===== config.mk =====
export PLATFORM = sky130hd
export DESIGN_NAME = sm_timer_64_host
export DESIGN_NICKNAME = d
export VERILOG_FILES = /design/src/rtl/sm_timer_pkg.sv /design/src/rtl/sm_timer_64_host.sv
export SDC_FILE = /design/constraint.sdc
export NUM_CORES = 1
export LEC_CHECK = 0
export CAP_MARGIN = 20
export CORE_MARGIN = 3
export CORE_UTILIZATION = 30
export DETAILED_ROUTE_END_ITERATION = 12
export DONT_BUFFER_PORTS = 1
export PLACE_DENSITY = 0.5
export SYNTH_ARGS = -nofsm -noshare
export SYNTH_HDL_FRONTEND = slang
export SYNTH_SLANG_ARGS = --single-unit

===== constraint.sdc =====
create_clock -name ACLK -period 11.3 [get_ports ACLK]
set_input_delay 2.825 -clock ACLK [delete_from_list [all_inputs] [get_ports ACLK]]
set_output_delay 2.825 -clock ACLK [all_outputs]
set_load 0.05 [all_outputs]

===== src/rtl/sm_timer_pkg.sv =====
// sm_timer_pkg: opcodes, host FSM states and command-word packing for the 64-bit stopwatch timer link
package sm_timer_pkg;
  localparam logic [15:0] OP_START = 16'd1;
  localparam logic [15:0] OP_STOP  = 16'd2;
  localparam logic [15:0] OP_RESET = 16'd3;
  localparam logic [15:0] OP_READ  = 16'd4;
  typedef enum logic [2:0] {
    S_IDLE,
    S_SEND,
    S_WAIT_LO,
    S_WAIT_HI,
    S_RESP
  } host_state_e;
  function automatic logic [31:0] make_cmd(input logic [2:0] op);
    return {13'b0, op, 16'h0000};
  endfunction
endpackage


===== src/rtl/sm_timer_64_host.sv =====
// sm_timer_64_host: issues START/STOP/RESET/READ command beats and assembles the two-beat READ return
module sm_timer_64_host
  import sm_timer_pkg::*;
#(
  parameter int TIMEOUT = 1024,
  parameter int TO_W    = 16
) (
  input  logic        ACLK,
  input  logic        ARESET,
  input  logic        req_valid,
  output logic        req_ready,
  input  logic [2:0]  req_op,
  output logic        mCMD_tvalid,
  input  logic        mCMD_tready,
  output logic [31:0] mCMD_tdata,
  input  logic        sRet_tvalid,
  output logic        sRet_tready,
  input  logic [31:0] sRet_tdata,
  output logic        rsp_valid,
  input  logic        rsp_ready,
  output logic [63:0] rsp_time,
  output logic [63:0] rsp_delta,
  output logic        rsp_timeout,
  output logic        busy
);
  host_state_e state_q, state_d;
  logic [2:0]  op_q, op_d;
  logic [31:0] lo_q, lo_d;
  logic [63:0] prev_q, prev_d, time_q, time_d, delta_q, delta_d;
  logic        to_q, to_d;
  logic [TO_W-1:0] cnt_q, cnt_d;
  logic        op_legal, to_hit;
  logic [63:0] full_time;
  assign op_legal    = req_op >= 3'd1 && req_op <= 3'd4;
  assign to_hit      = TIMEOUT != 0 && cnt_q == TO_W'(TIMEOUT - 1);
  assign full_time   = {sRet_tdata, lo_q};
  assign req_ready   = state_q == S_IDLE;
  assign mCMD_tvalid = state_q == S_SEND;
  assign sRet_tready = state_q == S_WAIT_LO || state_q == S_WAIT_HI;
  assign rsp_valid   = state_q == S_RESP;
  assign busy        = state_q != S_IDLE;
  assign mCMD_tdata  = make_cmd(op_q);
  assign rsp_time    = time_q;
  assign rsp_delta   = delta_q;
  assign rsp_timeout = to_q;
  always_comb begin
    state_d = state_q;
    op_d    = op_q;
    lo_d    = lo_q;
    prev_d  = prev_q;
    time_d  = time_q;
    delta_d = delta_q;
    to_d    = to_q;
    cnt_d   = '0;
    unique case (state_q)
      S_IDLE: begin
        if (req_valid && op_legal) begin
          op_d    = req_op;
          state_d = S_SEND;
        end
      end
      S_SEND: begin
        if (mCMD_tready) begin
          state_d = op_q == 3'(OP_READ) ? S_WAIT_LO : S_IDLE;
          prev_d  = op_q == 3'(OP_RESET) ? '0 : prev_q;
        end
      end
      S_WAIT_LO, S_WAIT_HI: begin
        if (sRet_tvalid && state_q == S_WAIT_LO) begin
          lo_d    = sRet_tdata;
          state_d = S_WAIT_HI;
        end else if (sRet_tvalid) begin
          time_d  = full_time;
          delta_d = full_time - prev_q;
          prev_d  = full_time;
          to_d    = 1'b0;
          state_d = S_RESP;
        end else if (to_hit) begin
          // abort: report a zero timestamp and leave prev_time for the next good read
          time_d  = '0;
          delta_d = '0;
          to_d    = 1'b1;
          state_d = S_RESP;
        end else begin
          cnt_d = cnt_q + 1'b1;
        end
      end
      S_RESP:  state_d = rsp_ready ? S_IDLE : S_RESP;
      default: state_d = S_IDLE;
    endcase
  end
  always_ff @(posedge ACLK or posedge ARESET) begin
    if (ARESET) begin
      state_q <= S_IDLE;
      op_q    <= '0;
      lo_q    <= '0;
      prev_q  <= '0;
      time_q  <= '0;
      delta_q <= '0;
      to_q    <= 1'b0;
      cnt_q   <= '0;
    end else begin
      state_q <= state_d;
      op_q    <= op_d;
      lo_q    <= lo_d;
      prev_q  <= prev_d;
      time_q  <= time_d;
      delta_q <= delta_d;
      to_q    <= to_d;
      cnt_q   <= cnt_d;
    end
  end
endmodule


* Word-level counts from Yosys, hierarchy flattened
Index checks and enable logic that the tools add are counted.
** Storage, ports and cells
- Output and inout bits :: 166
- Register bits after elaboration :: 247
** Cells by class
- Reduce and logical (&&, ||, !) cells :: 14
- Add/subtract/negate cells :: 2
- Order comparisons :: 2
- Equal/unequal tests :: 13
- Mux-type cells :: 22
- Bitwise logic cells :: 1
** Operators with widths (number)
- $mux W64 :: 7
- $pmux W64 S2 :: 1
- $mux W16 :: 4
- $sub A64 B64 Y64 :: 1
- $mux W3 :: 6
- $add A16 B1 Y16 const B :: 1
- $eq A16 B10 Y1 const B :: 1
- $pmux W3 S4 :: 1
- $eq A3 B2 Y1 const B :: 3
- $eq A3 B3 Y1 const B :: 2
- $ne A2 B1 Y1 const B :: 3
- $reduce_and A3 Y1 :: 2
- $reduce_and A5 Y1 :: 1
- $ne A2 B2 Y1 const B :: 2
- $ne A4 B4 Y1 const B :: 1
- $reduce_and A2 Y1 :: 2
- $reduce_bool A2 Y1 :: 2
- $eq A3 B1 Y1 const B :: 1
- $ge A3 B1 Y1 const B :: 1
- $le A3 B3 Y1 const B :: 1
- $logic_and A1 B1 Y1 :: 3
- $logic_not A3 Y1 :: 1
- $reduce_bool A3 Y1 :: 1
- $mux W1 :: 2
- other kinds (4) :: 4

* Longest topological paths before layout
Gate-level depths: netlist of the first run.
- Depth after elaboration :: 5
- Mapped depth :: 13
- Mapped depth without buffers :: 13

* Worst setup path after synthesis of the first run
OpenSTA, ideal clock, no wires.
- Path type :: input port to flip-flop
- From :: input port sRet_tdata[2]
- To :: register delta_q[57], in the netlist rsp_delta[57]
- Data arrival time :: 5.026 ns
- Stages on the path :: 12
- Slack :: 6.145 ns
- Setup time :: 0.130 ns
- Buffers on the path :: 1
- Cells stage by stage :: ha_1 clkbuf_1 a21oi_1 o21bai_1 a21oi_1 nor3_1 a2111o_1 a2111oi_0 nor2_1 a41oi_1 xor2_1 o21ai_1
** Between the ends
- Cells in the longest elaborated chain, start to end :: 2
** RTL lines
- start: declaration :: RTL line sm_timer_64_host.sv:18 : input logic [31:0] sRet_tdata,
- $sub A64 B64 Y64 :: RTL line sm_timer_64_host.sv:74 : delta_d = full_time - prev_q;
- $mux W64 :: RTL line sm_timer_64_host.sv:72 : end else if (sRet_tvalid) begin
- end signal: assignment :: RTL line sm_timer_64_host.sv:108 : delta_q <= delta_d;
- end: declaration :: RTL line sm_timer_64_host.sv:29 : logic [63:0] prev_q, prev_d, time_q, time_d, delta_q, delta_d;
No other way between the ends.
A chain may end at the register's enable or synchronous reset.

* Worst setup path after layout of the first run
- From :: register state_q[0]
- To :: output port req_ready
** Between the ends
- Cells in the longest elaborated chain, start to end :: 1
** RTL lines
- start: declaration :: RTL line sm_timer_64_host.sv:26 : host_state_e state_q, state_d;
- start signal: assignment :: RTL line sm_timer_64_host.sv:103 : state_q <= state_d;
- $logic_not A3 Y1 :: RTL line sm_timer_64_host.sv:37 : assign req_ready = state_q == S_IDLE;
- end: declaration :: RTL line sm_timer_64_host.sv:11 : output logic req_ready,
No other way between the ends.

==> results by stage, run 1 <==
STA:
- For the final routed database, the setup TNS stands at 0 ns.
- The final-report max-slew violation count is 0.
- The final hold violation count is 0.
- Setup repair after global routing left no endpoint under its margin.
- Headroom to the max-slew limit came out at 0.297.
- Hold timing on the final database bottoms out at a slack of about 0.50 ns.
- The routed design could run at a clock period as short as between 5 and 6 ns.
- Between clock sinks in the finished design, the worst skew comes to ~0.011 ns.
- Static timing analysis puts the maximum clock frequency at ~200 MHz.
- Dividing the final minimum period by the clock period gives 0.443.
- For the pin with the worst max-slew slack, the measured transition is roughly 1.1 ns.
- Setup violations remaining at the end of the flow were counted as 0.

Clock network:
- The clock passes through at most 3 buffers.
- The number of sinks driven by the clock tree is 247.
- The buffer type at the clock tree root is sky130_fd_sc_hd__clkbuf_16.
- CTS built an H-tree with a depth of 1.
- The later pin in the worst-skew pair is clocked with a latency of ~0.56 ns.
- After clock tree synthesis, the clock-pin slew on the worst setup and hold paths is roughly 0.06 ns.
- The number of setup buffers added after CTS is 0.
- The number of hold buffers added after CTS was 0.
- The TritonCTS clock tree is done.
- Once the clock tree was built, the resizer swapped 0 gates to a different size.
- The clock buffer count from CTS is 29.

Logic synthesis:
- The warning count from the yosys run is 0.
- The sequential share of the synthesized area is 0.471.
- In this run, synthesis produced a sequential element count of ~250.
- The largest total area in the synthesized netlist belongs to sky130_fd_sc_hd__dfrtp_1.
- The number of different library cells in the post-synthesis netlist is 81.
- The dominant synthesized flop cell is sky130_fd_sc_hd__dfrtp_1.
- A synthesized cell averages a little under 10 um2.
- The count of flip-flops with a built-in enable after synthesis is 0.
- The cell area after technology mapping is around 13000 um2.
- The async set-reset flop share out of synthesis is 1.00.
- The share of synthesized area in the top cell type comes to 0.471.
- The synthesized instance count is about 1.4k.
- After synthesis, the cell types taking the most area are sky130_fd_sc_hd__dfrtp_1 (47%), sky130_fd_sc_hd__a22o_1 (8.5%), sky130_fd_sc_hd__nand2_1 (6.2%).

Floorplanning:
- The area inside the core boundary is roughly 43000 um2.
- The floorplan has 76 rows.
- The height of the die is about 220 um.
- The count of boundary I/O pins is roughly 210.
- The die covers 46300 um2.
- From left edge to right edge, the die measures roughly 220 um.
- The initial standard-cell utilization of the core is 0.304.

GRT:
- The total overflow reported by the global router is 0.
- The initial antenna violation count is 0.
- The first global-routing pass estimated 60.7 mm of wire.
- The pin count of the biggest net entering global routing is about 120.
- For this run, the total global-route usage over all layers was measured as 0.165.
- The number of global-route vias before repair came to around 9.9k.

Final layout:
- The final net count is 1425.
- In the final layout, the share of cells above drive strength 1 is 0.0709.
- Fill cells in the final layout number about 4.5k.
- From synthesis to final layout, the design area changed by 10.5%.
- The total inserted antenna cells is 0.
- The top cell types in the final layout, fill and taps aside, are sky130_fd_sc_hd__dfrtp_1 (247), sky130_fd_sc_hd__nand2_1 (218), sky130_fd_sc_hd__a22o_1 (128).
- The library cell used most frequently in the layout, excluding fill and tap cells, is sky130_fd_sc_hd__dfrtp_1.

Power:
- The clock power share is 0.183.
- Summed over all cells, the static leakage comes to roughly 6.7 nW.
- The internal power is between 0.002 and 0.003 W.
- The peak ir drop on the vdd network is between 0.00015 and 0.0002 V.
- In this run the power density over the cells is ~370 nW/um2.
- The combinational cell fraction of total power is 0.405.
- The switching power is 0.00277 W.
- The share of total power in sequential cells is 0.411.
- The fraction of power spent switching nets is 0.513.

Drt:
- The per-cell routed wire length is slightly above 20 um.
- The final route contains between 9k and 10k vias.
- After detailed routing, the number of remaining DRC violations is 0.
- Once detail routing completed, the nets flagged for antenna violations numbered 0.
- Before antenna repair, the detailed router went through 5 iterations.
- Using the TritonRoute via totals, the vias-per-cell ratio works out to between 5 and 6.
- The violation count after the first detailed-routing iteration is between 600 and 700.
- The final routed wirelength across all metal layers is 39.2 mm.

Setup path:
- For the worst setup path, the data required time is roughly 8.5 ns.
- In this run the worst path has a maximum fanout of 8.
- The critical path is of the register to primary output type.
- For the worst setup path, the data arrival time is around 2.2 ns.
- The startpoint type of the worst setup path is a register.
- The kind of capture point of the worst setup path is a primary output.

Worst hold path:
- The class of the tightest hold or removal check is register to register.

Job:
- The tool flagged a number of max-cap violations equal to 0.

Placed design:
- The number of input and output port buffers inserted is 0.
- The final HPWL from detailed placement is around 28 mm.
- The congestion estimate from routability-driven global placement came to roughly 0.87.

Status:
- The flow ran to the end, and the final reports show no timing, DRC or antenna violations.
[path summary, 6_finish.rpt]
| path | from | endpoint | cells past startpoint | slack, ns |
|---|---|---|---|---|
| setup / recovery | state_q[0] | req_ready | 2 | 6.29 |
| hold / removal | prev_q[12] | prev_q[12] | 1 | 0.50 |
| setup reg to reg | lo_q[0] | rsp_delta[50] | 13 | 7.66 |
| hold reg to reg | prev_q[12] | prev_q[12] | 1 | 0.50 |
| max in group asynchronous | ARESET | rsp_time[53] | 3 | 6.83 |
| min in group asynchronous | ARESET | rsp_timeout | 1 | 2.27 |
[final cells by class]
class | count | area (um2) | share of cell area
inverter | 77 | 297 | 0.0204
sequential | 247 | 6180 | 0.426
clock buffer | 38 | 810 | 0.0557
clock inverter | 15 | 198 | 0.0136
multi-input combinational | 954 | 6240 | 0.430
timing repair buffer | 9 | 67.6 | 0.00465
tap | 585 | 732 | 0.0504
[flip-flops by register name, summed over array words and instances, names as in the netlist]
name / flops
state_q: 3
prev_q: 64
cnt_q: 16
op_q: 3
rsp_timeout: 1
lo_q: 32
rsp_delta: 64
rsp_time: 64
[per-stage QoR]
| step | setup WS (ns) | utilization | std cells | total power, W | instance area (um2) |
|---|---|---|---|---|---|
| 6_report | 6.29 | 0.336 | 1925 | 0.00540 | 14500 |
| 5_1_grt | 6.14 | 0.336 | 1925 | 0.00577 | 14500 |
| 4_1_cts | 6.24 | 0.336 | 1925 | 0.00546 | 14500 |
| 3_5_place_dp | 5.81 | 0.313 | 1872 | 0.00444 | 13500 |
| 3_3_place_gp | 5.86 | 0.313 | 1872 | 0.00443 | 13500 |
| 2_1_floorplan | 1.69 | - | 1380 | 0.00379 | 13200 |
[cell usage after synthesis, drive strengths merged, types with 4 or more instances]
cell type and number:
a21o 38, nand2 220, inv 77, xor2 40, or4 4, o21bai 7
o21ai 101, clkbuf 58, nor2 43, buf 43, a22o 128, a22oi 4
ha 65, dfrtp 247, and3 19, xnor2 32, nand3 28, o21a 6
nand4 15, o31ai 4, nor3 9, and2 4, nor2b 7, or3 4
nor4 4, or2 4, nand2b 4, a21oi 69, o211ai 7, a31oi 20
[cell families (layout without fill, tap and decap cells)]
kind of cell,after synthesis,count (layout),synth area share
multiplexers,3,3,0.00257
adder cells (fa/ha/maj),66,66,0.0634
flip-flops,247,247,0.471
XOR/XNOR,72,72,0.0480
other,1,29,0.000285
AND/OR/NAND/NOR,370,370,0.127
buffers and inverters,179,139,0.0652
AO/OA/AOI/OAI,414,414,0.223
[critical path, cell delays in order, from the launching register on]
cell and delay [ns]:
sky130_fd_sc_hd__dfrtp_1 0.47, sky130_fd_sc_hd__or3_1 0.66, sky130_fd_sc_hd__inv_1 0.49
[power by group through the flow]
stage,logic (W),registers [W],clock network (W)
2_1_floorplan,0.00170,0.00209,0
3_3_place_gp,0.00217,0.00225,0
3_5_place_dp,0.00219,0.00225,0
4_1_cts,0.00220,0.00224,0.00102
5_1_grt,0.00244,0.00228,0.00105
6_report,0.00219,0.00222,0.000990
[per-layer routing]
layer  global-route usage  wire [um]
met4               0.0251        523
met1                0.224      17600
met3               0.0628       3630
met5                    0          0
met2                0.256      17400
Note: power is estimated with default switching activity, not from simulation.
==> inputs of run 2 (changes only) <==
==> constraint.sdc (replaced) <==
create_clock -name ACLK -period 4.68 [get_ports ACLK]
set_input_delay 1.17 -clock ACLK [delete_from_list [all_inputs] [get_ports ACLK]]
set_output_delay 1.17 -clock ACLK [all_outputs]
set_load 0.05 [all_outputs]
==> results by stage, run 2 (synthesis results as in run 1) <==
Status:
- The run finished with clean final reports.

Floorplanning:
- The count of boundary I/O pins came to 207 (unchanged).
- The height of the die is 215 um (unchanged).
- The die footprint is 46300 um2 (unchanged).
- The area inside the core boundary is 43200 um2 (unchanged).
- The row count was 76 (unchanged).
- The initial standard-cell utilization of the core was 0.304 (unchanged).
- The x dimension of the die is 215 um (unchanged).

Drt:
- The first-pass detailed-route iteration total is 5 (unchanged).
- The per-cell routed wire length was 20.6 um (+1.4%).
- The remaining routing DRC violations is 0 (unchanged).
- The post-route antenna net violation count is 0 (unchanged).
- The routed via count is 9865 (+0.26%).
- The via count normalized by instance count is 5.11 (about the same).
- The final routed wirelength across all metal layers is 39.8 mm (+1.6%).
- The violation count after the first detailed-routing iteration is 632 (-4.4%).

Final layout:
- The footprint of the multi-input gates is 6240 um2 (unchanged).
- The number of standard cells in the final layout excluding fillers is 1929 (+0.21%).
- The share of layout cells above drive strength 1 was 0.0737 (+0.00277).
- The fraction of the core area covered by cells at the end of the flow is 0.338 (+0.00139).
- The number of inserted filler cells in the final layout is 4517 (-0.31%).
- The leading cell type in the layout, fill and taps excluded is sky130_fd_sc_hd__dfrtp_1.
- The area growth from synthesis to final layout is 11.0%.
- The total inserted antenna cells is 0 (unchanged).
- In the layout the commonest cells are sky130_fd_sc_hd__dfrtp_1 (247), sky130_fd_sc_hd__nand2_1 (218), sky130_fd_sc_hd__a22o_1 (128).
- The area occupied by registers is 6180 um2 (unchanged).
- The final net count came to 1428 (+0.21%).

Job:
- The number of max-capacitance violations reported came to 0 (unchanged).

Clock network:
- The TritonCTS clock tree is done.
- The number of levels the H-tree was split into is 1 (unchanged).
- The number of sinks driven by the clock tree is 247 (unchanged).
- The buffer type at the clock tree root is sky130_fd_sc_hd__clkbuf_16.
- The number of setup buffers added after CTS came to 0 (unchanged).
- The maximum buffer depth of the clock tree was 3 (unchanged).
- The insertion delay to the later sink of the worst-skew pair is 0.56 ns (about the same).
- The hold buffer count at cts came to 0 (unchanged).
- The clock buffer count from CTS is 29 (unchanged).
- The number of gates resized after CTS is 0 (unchanged).
- The CTS clock-pin slew for the worst setup and hold paths came to 0.06 ns (about the same).

STA:
- Setup repair after global routing left no endpoint under its margin.
- The setup-violating endpoint count in the final report is 0 (unchanged).
- The relative slew slack came to 0.300 (+0.00327).
- The final hold violation count is 0 (unchanged).
- The worst-margin pin slew is 1.05 ns (-0.00490 ns).
- Timing would allow up to around 280 MHz.
- The worst setup skew after layout is 0.0127 ns (+0.00188 ns).
- The final-report max-slew violation count was 0 (unchanged).
- The final total negative setup slack was 0 ns (unchanged).
- Of the available clock period, the critical path in the final layout requires 0.776.
- The routed design could run at a clock period as short as 3.63 ns.

Setup path:
- The cell seen most often among critical-path stages is sky130_fd_sc_hd__o21ai_0.
- The classification of the worst setup path is register to register.
- The critical path arrival is 4.06 ns (+1.88 ns).
- The worst setup path is launched from a register.
- The critical path's largest stage delay was 0.45 ns (-0.21 ns).
- Walking the worst path, the cells encountered are inv_1 > ha_1 > fa_1 > and2b_1 > o2111ai_1 > a211oi_2 > o21ai_2 > a31oi_4 > a41oi_4 > o21ai_0 > a31oi_1 > xor2_1 > o21ai_0.
- The slowest cell on the critical path is sky130_fd_sc_hd__o21ai_0.
- STA classifies the critical path endpoint as a register.
- The highest fanout seen on the critical path is 5 (-3).
- The data required time at the worst endpoint is 5.11 ns (-3.37 ns).

Placed design:
- The number of cells in the design after placement is 1875 (+0.16%).
- The number of input and output port buffers inserted is 0 (unchanged).
- The routability-driven placement congestion ratio is 0.869 (about the same).
- The final HPWL from detailed placement came to 28.5 mm (+1.2%).

Power:
- The leakage component of the power is 6.76 nW (+0.36%).
- The power per cell area is 901 nW/um2 (+140%).
- The peak ir drop on the vdd network is 0.000524 V (+200%).
- The final total power came to 0.0131 W (+140%).

GRT:
- The overall routing resource usage came to 0.170 (+0.00453).
- The global-route wire length before repair is 62.1 mm (+2.3%).
- The number of global-route vias before repair was 9976 (+1.2%).
- The initial antenna violation count is 0 (unchanged).
- The total overflow reported by the global router was 0 (unchanged).
- The pin count of the biggest net entering global routing is 162 (+34%).

Worst hold path:
- The tightest min-delay check is of the register to register type.
-- run 2: changes by cell type in the layout (fill, tap and decap cells not counted) --
cell,previous run,this run
sky130_fd_sc_hd__clkinvlp_4,3,5
sky130_fd_sc_hd__inv_8,1,0
sky130_fd_sc_hd__buf_4,9,10
sky130_fd_sc_hd__buf_12,0,2
sky130_fd_sc_hd__clkbuf_8,5,4
sky130_fd_sc_hd__clkinv_2,4,6
sky130_fd_sc_hd__bufinv_16,4,5
sky130_fd_sc_hd__clkinv_4,1,0
sky130_fd_sc_hd__inv_6,3,2
-- run 2: through the flow --
step | hold slack, ns | setup slack [ns] | instance area [um2]
global route | 0.510 | 0.689 | 14600
floorplan | 0.466 | 0.264 | 13200
global placement | 0.482 | 0.930 | 13600
CTS | 0.502 | 1.04 | 14600
finish | 0.497 | 1.05 | 14600
detailed placement | 0.481 | 0.768 | 13600
-- run 2: worst paths after layout --
check	startpoint	endpoint	slack (ns)	depth (start not counted)
min reg2reg	prev_q[28]	prev_q[28]	0.50	1
max in group asynchronous	ARESET	rsp_time[43]	3.12	2
min in group asynchronous	ARESET	rsp_time[33]	0.61	2
min	prev_q[28]	prev_q[28]	0.50	1
max	lo_q[0]	rsp_delta[48]	1.05	13
max reg2reg	lo_q[0]	rsp_delta[48]	1.05	13
-- run 2: final cells by class --
class	instances	share of cell area
inverter	77	0.0201
tap	585	0.0502
multi-input combinational	954	0.428
sequential	247	0.424
timing repair buffer	12	0.00789
clock buffer	37	0.0546
clock inverter	17	0.0156
-- run 2: layer usage --
| metal | global-route usage | wire length (um) | part of all wire |
|---|---|---|---|
| met1 | 0.234 | 18400 | 0.46 |
| met3 | 0.0540 | 2970 | 0.075 |
| met4 | 0.0302 | 645 | 0.016 |
| met5 | 0 | 0 | 0 |
| met2 | 0.264 | 17800 | 0.45 |
-- run 2: power by group --
group          internal [W]  leakage, nW  switching [W]  total, W
Clock               0.00148        0.495       0.000947   0.00243
Sequential          0.00287         3.31        0.00251   0.00538
Combinational       0.00206         2.95        0.00328   0.00534
Total               0.00641         6.76        0.00674    0.0131
-- run 2: worst max-delay path, delay by kind of cell (launching register included) --
kind / cells / cell delay, ns
simple gates: 1 / 0.24
xor+xnor: 1 / 0.27
fa+ha+maj: 2 / 0.63
compound gates: 8 / 1.96
buf+inv: 1 / 0.08
flops: 1 / 0.32
